File: config.mk
export PLATFORM = sky130hd
export DESIGN_NAME = glyph_rom_arbiter
export DESIGN_NICKNAME = d
export VERILOG_FILES = /design/src/rtl/glyph_rom_arbiter.sv
export SDC_FILE = /design/constraint.sdc
export NUM_CORES = 1
export LEC_CHECK = 0
export BUFFER_PORTS_ARGS = -buffer_cell sky130_fd_sc_hd__buf_4
export CELL_PAD_IN_SITES_DETAIL_PLACEMENT = 0
export CELL_PAD_IN_SITES_GLOBAL_PLACEMENT = 2
export CORE_MARGIN = 2
export CORE_UTILIZATION = 29
export DETAILED_ROUTE_END_ITERATION = 16
export HOLD_SLACK_MARGIN = 0.1
export MAX_ROUTING_LAYER = met4
export PLACE_DENSITY = 0.89
export SLEW_MARGIN = 20
export SYNTH_ARGS = -nofsm -noshare
export SYNTH_HDL_FRONTEND = slang
export SYNTH_SLANG_ARGS = --single-unit
File: constraint.sdc
create_clock -name clk -period 2.45 [get_ports clk]
set_input_delay 0.1225 -clock clk [delete_from_list [all_inputs] [get_ports clk]]
set_output_delay 0.1225 -clock clk [all_outputs]
set_load 0.02 [all_outputs]
File: src/rtl/glyph_rom_arbiter.sv
// rtl/glyph_rom_arbiter.sv - display/host arbiter in front of a one-cycle-latency glyph ROM
// Optional anti-starvation for the host port is enabled by defining GLYPH_ARB_FAIR_EN.
module glyph_rom_arbiter #(
  parameter int GLYPH_DEPTH  = 256,
  parameter int STARVE_LIMIT = 16
) (
  input  logic        clk,
  input  logic        reset,
  input  logic        disp_req,
  input  logic [7:0]  disp_glyph,
  input  logic [3:0]  disp_row,
  input  logic [3:0]  disp_col,
  output logic        disp_valid,
  output logic [23:0] disp_pixel,
  input  logic        host_req,
  input  logic [16:0] host_addr,
  output logic        host_ready,
  output logic        host_rvalid,
  output logic        host_err,
  output logic [23:0] host_rdata,
  output logic [16:0] rom_addr,
  input  logic [23:0] rom_data
);

  typedef enum logic [1:0] {H_IDLE, H_WAIT, H_BUSY} host_state_t;

  localparam logic [17:0] DEPTH_EXT = 18'(GLYPH_DEPTH);

  host_state_t state, next_state;

  logic        tag1_valid, tag1_host;
  logic        tag2_valid, tag2_host;
  logic        err_pend;
  logic        host_in_range;
  logic        starved;
  logic        host_grant;
  logic        disp_grant;
  logic        err_start;
  logic        host_ret;
  logic [16:0] disp_addr;

  assign disp_addr     = {1'b0, disp_glyph, disp_row, disp_col};
  assign host_in_range = {1'b0, host_addr} < DEPTH_EXT;
  assign host_ret      = tag2_valid && tag2_host;

`ifdef GLYPH_ARB_FAIR_EN
  localparam logic [4:0] STARVE_LIM = 5'(STARVE_LIMIT);
  logic [4:0] starve_cnt;

  assign starved = (starve_cnt == STARVE_LIM);

  // Counts consecutive waiting cycles lost to the display; saturates at the limit.
  always_ff @(posedge clk or posedge reset) begin
    if (reset) begin
      starve_cnt <= '0;
    end else if (host_grant) begin
      starve_cnt <= '0;
    end else if (state == H_WAIT && disp_req && !starved) begin
      starve_cnt <= starve_cnt + 5'd1;
    end
  end
`else
  assign starved = 1'b0;
`endif

  always_comb begin
    next_state = state;
    host_grant = (state == H_WAIT) && (!disp_req || starved);
    disp_grant = disp_req && !host_grant;
    // An out-of-range request is answered directly; err_pend blocks re-acceptance
    // during the cycle the host is still dropping its request.
    err_start  = (state == H_IDLE) && host_req && !host_in_range && !err_pend;
    case (state)
      H_IDLE: if (host_req && host_in_range && !err_pend) next_state = H_WAIT;
      H_WAIT: if (host_grant) next_state = H_BUSY;
      H_BUSY: if (host_ret) next_state = H_IDLE;
      default: next_state = H_IDLE;
    endcase
  end

  always_ff @(posedge clk or posedge reset) begin
    if (reset) begin
      state       <= H_IDLE;
      rom_addr    <= '0;
      tag1_valid  <= 1'b0;
      tag1_host   <= 1'b0;
      tag2_valid  <= 1'b0;
      tag2_host   <= 1'b0;
      err_pend    <= 1'b0;
      disp_valid  <= 1'b0;
      disp_pixel  <= '0;
      host_ready  <= 1'b0;
      host_rvalid <= 1'b0;
      host_err    <= 1'b0;
      host_rdata  <= '0;
    end else begin
      state      <= next_state;
      host_ready <= host_grant || err_start;
      err_pend   <= err_start;

      if (disp_grant) begin
        rom_addr <= disp_addr;
      end else if (host_grant) begin
        rom_addr <= host_addr;
      end

      tag1_valid <= disp_grant || host_grant;
      tag1_host  <= host_grant;
      tag2_valid <= tag1_valid;
      tag2_host  <= tag1_host;

      disp_valid <= tag2_valid && !tag2_host;
      if (tag2_valid && !tag2_host) begin
        disp_pixel <= rom_data;
      end

      if (host_ret) begin
        host_rvalid <= 1'b1;
        host_err    <= 1'b0;
        host_rdata  <= rom_data;
      end else if (err_pend) begin
        host_rvalid <= 1'b1;
        host_err    <= 1'b1;
        host_rdata  <= '0;
      end else begin
        host_rvalid <= 1'b0;
        host_err    <= 1'b0;
      end
    end
  end

endmodule
[Word level (Yosys, flattened, before mapping)]
Index checks and enable logic that the tools add are counted.
Cells by class
  magnitude comparators: 1
  eq/ne operators: 5
  muxes and demuxes: 11
  reduce and logical (&&, ||, !) cells: 20
Operators by type and width (number)
  $mux 24: 2
  $mux 17: 2
  $lt 17x9->1 const B: 1
  $logic_and 1x1->1: 9
  $mux 2: 3
  $pmux 2 s3: 1
  $logic_not 1->1: 5
  $ne 2x2->1 const B: 2
  $reduce_bool 2->1: 2
  $mux 1: 3
  $reduce_and 3->1: 1
  $eq 2x1->1 const B: 1
  $eq 2x2->1 const B: 1
  $logic_not 2->1: 1
  $logic_or 1x1->1: 2
  $ne 2x1->1 const B: 1
Storage, ports and cells
  flip-flop bits (word level): 76
  input bits: 61
  output and inout port bits: 69
  logic and storage cells: 50

[Logic depth before layout (Yosys ltp)]
Gate-level depths: netlist (run 1).
  depth after elaboration: 5
  mapped depth: 5
  depth with buffers taken out: 3

[Worst setup path after synthesis (run 1)]
Ideal clock, no wire load.
  path kind: reg-to-reg
  start: reg tag2_host
  end: reg disp_pixel[0]
  setup time: 0.128 ns
  arrival time: 1.151 ns
  data required time: 2.322 ns
  slack: 1.171 ns
  stages on the path, launching flop included: 5
  path buffers: 2
  clock period less this slack: 1.279 ns
  cells stage by stage: dfrtp_1 > nor2b_1 > buf_2 > buf_2 > mux2_1
Between the ends
  longest elaborated chain between the ends: 2
RTL lines
  from (decl): line 32  | logic tag2_valid, tag2_host;
  from (signal assigned): line 110  | tag2_host <= tag1_host;
  $logic_not 1->1: line 113  | if (tag2_valid && !tag2_host) begin
  $logic_and 1x1->1: line 113
  to (signal assigned): line 114  | disp_pixel <= rom_data;
  to (decl): line 14  | output logic [23:0] disp_pixel,
Every way passes these cells.
A chain may end at the register's enable or synchronous reset.

[Final worst setup path (run 1)]
  start: reg state[1]
  end: reg rom_addr[9]
Between the ends
  longest elaborated chain between the ends: 5
  elaborated cells on any way between the ends: 6
  classes of those cells: eq/ne: 1; mux: 1; reduce/logical: 4
RTL lines
  from (decl): line 29  | host_state_t state, next_state;
  from (signal assigned): line 97  | state <= next_state;
  $eq 2x1->1 *: line 68  | host_grant = (state == H_WAIT) && (!disp_req || starved);
  $logic_and 1x1->1 *: line 68
  $logic_not 1->1: line 69  | disp_grant = disp_req && !host_grant;
  $logic_and 1x1->1: line 69
  $mux 17 / $reduce_bool 2->1 (equally long branches)
  to (signal assigned): line 102  | rom_addr <= disp_addr;
  to (signal assigned): line 104  | rom_addr <= host_addr;
  to (decl): line 21  | output logic [16:0] rom_addr,
Mark *: on every way between the ends. The rest lies on a longest branch, timed or not.

==> results of run 1 <==
stage by stage:
stage	setup slack [ns]	area, um2	instances	utilization, %	hold slack [ns]
after floorplan	0.389	3050	260	-	0.245
after global placement	1.04	4160	513	40.5	0.243
after detailed placement	1.01	4160	513	40.5	0.249
after CTS	0.628	4940	589	48.1	0.131
after global routing	0.429	4940	589	48.1	0.149
final	0.570	4940	589	48.1	0.157
logic make-up after synthesis:
logic type,share of synthesized area [%]
AND/OR/NAND/NOR,13.5
flip-flops,62.4
multiplexers,14.1
buffers and inverters,2.71
AO/OA/AOI/OAI,7.30
power breakdown:
| group | internal [W] | switching, W |
|---|---|---|
| clock | 0.000397 | 0.000461 |
| combinational | 0.000274 | 0.000228 |
| sequential | 0.00132 | 0.0000379 |
Yosys cell counts:
master,count
o21ai_1,41
or4b_4,1
o22ai_1,1
nor2_1,2
or2b_2,1
nor3_1,1
inv_1,1
buf_2,3
mux2i_1,16
nand3_1,1
and2_1,1
dfrtp_1,76
a31oi_1,1
nor2b_2,1
buf_6,1
nor4_1,1
or2b_1,1
or2_1,2
nor2b_1,2
buf_4,1
clkbuf_1,12
nand2b_1,25
a21oi_1,1
mux2_1,24
nand2_1,43
final timing paths:
check                                   start              to  slack, ns  cells past startpoint
worst max register to register       state[1]     rom_addr[9]       0.57                      5
min in group asynchronous               reset   disp_pixel[1]       0.41                      3
worst min register to register      tag1_host       tag2_host       0.37                      0
max in group asynchronous               reset  disp_pixel[19]       1.39                      4
worst min-delay path            host_addr[15]        err_pend       0.16                      3
worst max-delay path                 state[1]     rom_addr[9]       0.57                      5
worst max-delay path, delay by kind of cell, from the launching register on:
family                 cells  cell delay [ns]
AOI/OAI and AO/OA          1             0.09
buffers and inverters      2             0.88
DFF                        1             0.41
muxes                      1             0.25
and+or+nand+nor            1             0.12
final cells by class:
cell class | instances | area, um2
fill | 966 | 5330
sequential | 76 | 1900
timing repair buffer | 194 | 1620
multi-input combinational | 166 | 1070
tap | 136 | 170
clock buffer | 11 | 141
clock inverter | 5 | 37.5
inverter | 1 | 5.00
timing repair:
item	CTS	global route
hold endpoints to repair	104	0
resized for setup	0	0
hold buffers	60	0
sequential cells by signal (all words and copies together), names as in the netlist:
signal and count:
host_err 1, disp_pixel 24, tag2_host 1, state 2
rom_addr 17, disp_valid 1, tag1_valid 1, host_rvalid 1
tag2_valid 1, host_ready 1, err_pend 1, tag1_host 1
host_rdata 24
routing by layer:
layer	GRT usage (%)	part of all wire [%]	vias up
met1	18.9	45	1211
met2	24.3	47	105
li1	-	-	1247
met4	5.29	1.2	0
met5	-	0	-
met3	4.23	6.7	10
==> results.md, run 1 <==
- Status: finished clean
- Synth Warn #: 0
- Initial Util: 29.7%
- Post-CTS setup buffer count: 0
- Post-synth top area share: between 60% and 70%
- Overall power: 0.00272 W
- Post-Route WL: approximately 8000 um
- Final Max Tran Viols: 0
- Crit Path Max Fanout: 18
- Area growth, synth to finish: 62.1%
- Setup Crit Path Kind: reg2reg
- Clk slew on worst S/H paths: 0.08 ns
- Max cap viols: 0
- Setup crit end kind: flip-flop
- Crit path cell chain: nor2b_2 -> buf_4 -> mux2i_1 -> o21ai_1 -> dlygate4sd3_1
- Initial antenna violation count: 0
- Drt wl/cell: 13.7 um
- DRC viols: 0
- Endpoints failing hold: 0
- Final setup vio count: 0
- Vias: approximately 2600
- RSZ-0062 raised after global routing: false
- Number of global-route vias before repair: 2721
- Row count: 37
- Static leakage: 2.30 nW
- Gr ovfl total: 0
- Clock net sink count: 76
- Slew HR: 55.7%
- Max incr delay on CP: 0.58 ns
- Syn Nets: 321
- Maximum clock frequency: 532 MHz
- Clock Latency Late Sink: between 0.3 and 0.4 ns
- Gate Count Post-Synth: 260
- Synth area leader: dfrtp_1
- Count of different cell masters after synthesis: 25
- Syn Std Cell Area: 3050 um2
- Data arrival time of the worst path: approximately 2.1 ns
- Most frequent cells in the layout: 133 x buf_4, 76 x dfrtp_1, 60 x dlygate4sd3_1
- PortBufs: 129
- Final ANT Viol Nets: 0
- CTS tree: done
- # diodes: 0
- Main area contributors after synthesis: dfrtp_1 62%, mux2_1 8.9%, o21ai_1 6.7%
- FF+latch count, synth: 76
- Final period util: 76.7%
- H-tree depth: 3
- PD cells: 551 nW/um2
- Largest net degree at the start of global routing: 40
- Sequential-to-total area share from yosys stat: approximately 62%
- Worst Tran Pin Value: 0.663 ns
- Fin crit period: 1.88 ns
- CTS root buffer: clkbuf_8
- Setup TNS: 0 ns
- Share of cells above drive strength 1: 34.2%
- Worst Hold Class: in2reg
- CP max stage cell: dlygate4sd3_1
- I/O pins: between 100 and 150
- Final nets: 509
- Commonest non-fill, non-tap cell in the layout: buf_4
- Die Ht: ~110 um
- Worst Setup Start Kind: flip-flop
- Tot GR Track Use: about 15%
- Die area: 11400 um2
- Vias per cell: 4.37
- Hpwl dp: 5100 um
- Horiz. Die Dim: about 110 um
- DR pass1 iterations: 4
- Post-Syn Area per Cell: 11.7 um2
- Total CTS buffers: 9
- Max clock buf depth: 2
- Core box area: 10300 um2
- Initial DRC count: 73
- CP required: 2.67 ns
- First-pass GRT wire length: 13300 um
- Fin Clk Skew: 0.0115 ns
- RePlAce Congestion: between 0.6 and 0.7
- Peak VDD IR: 280 uV
Power figures use the tool's default switching activity.
==> inputs of run 2 (changes only) <==
- CORE_UTILIZATION: 29 -> 26
- PLACE_DENSITY: 0.89 -> 0.85
- clock period: 2.45 -> 1.6 ns (I/O delays scaled with it)
==> run 2 against run 1 <==
  * Register-to-register slack got worse by 0.30 ns
  * Cell count is 1.4% higher
  * Final area rose by 4.1%
  * Clock skew is 0.0024 ns lower
  * Utilization fell by 3.0 points
  * Non-clock buffer count rose by 1
  * Critical path depth grew 1
  * Highest routed layer unchanged
==> results.md, run 2 (same netlist as run 1, synthesis figures left out) <==
- Initial antenna violation count: 0
- DR pass1 iterations: 4
- CP dominant cell by count: dlygate4sd3_1
- Switch share: about a quarter
- Clock net sink count: 76
- Horiz. Die Dim: 112 um
- Final period util: about 94%
- Initial DRC count: 74
- Hpwl dp: 5290 um
- Row count: 39
- Final ANT Viol Nets: 0
- Tot GR Track Use: 13.8%
- Peak VDD IR: 426 uV
- Crit Path Max Fanout: 2
- H-tree depth: 3
- Final worst setup slack: 0.0995 ns
- CP max stage cell: dlygate4sd3_1
- DRC viols: 0
- Die area: 12600 um2
- I/O pins: 130
- RSZ-0062 raised after global routing: false
- Crit path cell chain: dlygate4sd3_1 -> buf_4 -> nor3_2 -> nand3_1 -> dlygate4sd3_1 -> o21ai_1
- Fill count: 1070
- Share of cells above drive strength 1: 35.0%
- CTS root buffer: clkbuf_16
- Worst Hold Class: in2reg
- Endpoints failing hold: 0
- Worst Reg2Reg Path Length in Cells: 3
- Overall power: 0.00497 W
- First-pass GRT wire length: 13500 um
- Place WS: 0.293 ns
- Fin Clk Skew: a little over 0.009 ns
- Most frequent cells in the layout: 132 x buf_4, 76 x dfrtp_1, 59 x dlygate4sd3_1
- PD cells: 966 nW/um2
- Setup TNS: 0 ns
- Slew HR: 68.7%
- Data arrival time of the worst path: about 1.8 ns
- Setup crit end kind: flip-flop
- Gr ovfl total: 0
- Cell-internal power: 0.00381 W
- Worst Setup Start Kind: input pin
- Largest net degree at the start of global routing: 77
- Max incr delay on CP: 0.57 ns
- Area growth, synth to finish: 68.8%
- # diodes: 0
- Biggest regs: disp_pixel: 24 flops, host_rdata: 24 flops, rom_addr: 17 flops
- CTS tree: done
- R2r endpoint: host_ready
- Combinational share of power: 15.1%
- Final Max Tran Viols: 0
- Static leakage: 2.37 nW
- Psw: 0.00116 W
- Setup crit end: state[0]
- Clk slew on worst S/H paths: 0.06 ns
- R2r setup slk: 0.27 ns
- Vias per cell: 4.24
- Post-Route WL: 7970 um
- RePlAce Congestion: 0.725
- Status: finished clean
- Drt wl/cell: 13.4 um
- CP required: 1.85 ns
- Placed cell count: 522
- Clock Latency Late Sink: 0.33 ns
- Max clock buf depth: 2
- Total CTS buffers: 9
- Die Ht: between 100 and 150 um
- Worst reg2reg path startpoint: state[1]
- Setup Crit Path Kind: in2reg
- First element of the critical path: host_addr[14]
- Clk pwr share: a little over two fifths
- Fin crit period: 1.50 ns
- Worst Tran Pin Value: 0.465 ns
- Max cap viols: 0
- Final nets: 510
- Initial Util: 26.7%
- Core box area: 11400 um2
- Commonest non-fill, non-tap cell in the layout: buf_4
- PortBufs: around 130
- Fin cells: 597
- Flop pwr share: 42.0%
- Vias: 2534
- Final setup vio count: 0
- Number of global-route vias before repair: between 2000 and 3000
- Maximum clock frequency: 666 MHz
==> run 2: changes by cell type in the layout (fill, tap and decap cells not counted), moves of 2 or more <==
cell and change:
clkbuf_8 -6, clkbuf_16 +9, clkinv_4 -2, buf_12 +3
==> run 2: how the worst min path moves through the flow <==
| stage | slack (ns) | depth (start not counted) | from | end |
|---|---|---|---|---|
| 6_report | 0.14 | 3 | host_req | err_pend |
| 5_1_grt | 0.14 | 3 | host_req | err_pend |
| 4_1_cts | 0.13 | 3 | host_req | err_pend |
| 3_5_place_dp | 0.24 | 3 | reset | host_rdata[4] |
| 3_3_place_gp | 0.23 | 3 | reset | host_rdata[4] |
| 2_1_floorplan | 0.20 | 2 | rom_data[0] | host_rdata[0] |
==> run 2: through the flow <==
stage | cell area (um2) | hold WS (ns) | utilization, %
after floorplan | 3050 | 0.202 | -
after global placement | 4230 | 0.229 | 37.0
after detailed placement | 4230 | 0.238 | 37.0
after CTS | 5140 | 0.127 | 45.0
after global routing | 5150 | 0.139 | 45.1
final | 5150 | 0.145 | 45.1
==> run 2: power by group through the flow <==
stage / Clock, W / Sequential (W) / Combinational [W]
final: 0.00213 / 0.00209 / 0.000751
after global routing: 0.00228 / 0.00210 / 0.000809
after CTS: 0.00220 / 0.00209 / 0.000760
after detailed placement: 0 / 0.00212 / 0.000648
after global placement: 0 / 0.00212 / 0.000637
after floorplan: 0 / 0.00224 / 0.000166
==> run 2: final cells by class <==
class | count | area [um2] | share of cell area (%)
sequential | 76 | 1900 | 37.0
timing repair buffer | 195 | 1660 | 32.3
multi-input combinational | 166 | 1070 | 20.9
clock buffer | 13 | 280 | 5.45
tap | 143 | 179 | 3.48
clock inverter | 3 | 42.5 | 0.827
inverter | 1 | 7.51 | 0.146
==> run 2: what timing repair did <==
action,in CTS,in global routing
hold buffers,59,0
setup buffers,0,0
resized for setup,0,1
endpoints found under the setup margin,0,1
endpoints found under the hold margin,143,0
==> run 2: critical path: cells and delay by family <==
kind	cells	cell delay (ns)
buffers and inverters	3	1.25
AO/OA/AOI/OAI	1	0.12
AND/OR/NAND/NOR	2	0.29
==> run 2: metal layers <==
metal | vias up | part of all wire, % | global-route usage, %
met2 | 104 | 47 | 21.4
met4 | 0 | 1.1 | 6.10
li1 | 1247 | - | -
met5 | - | 0 | -
met3 | 7 | 5.9 | 3.08
met1 | 1176 | 46 | 17.5
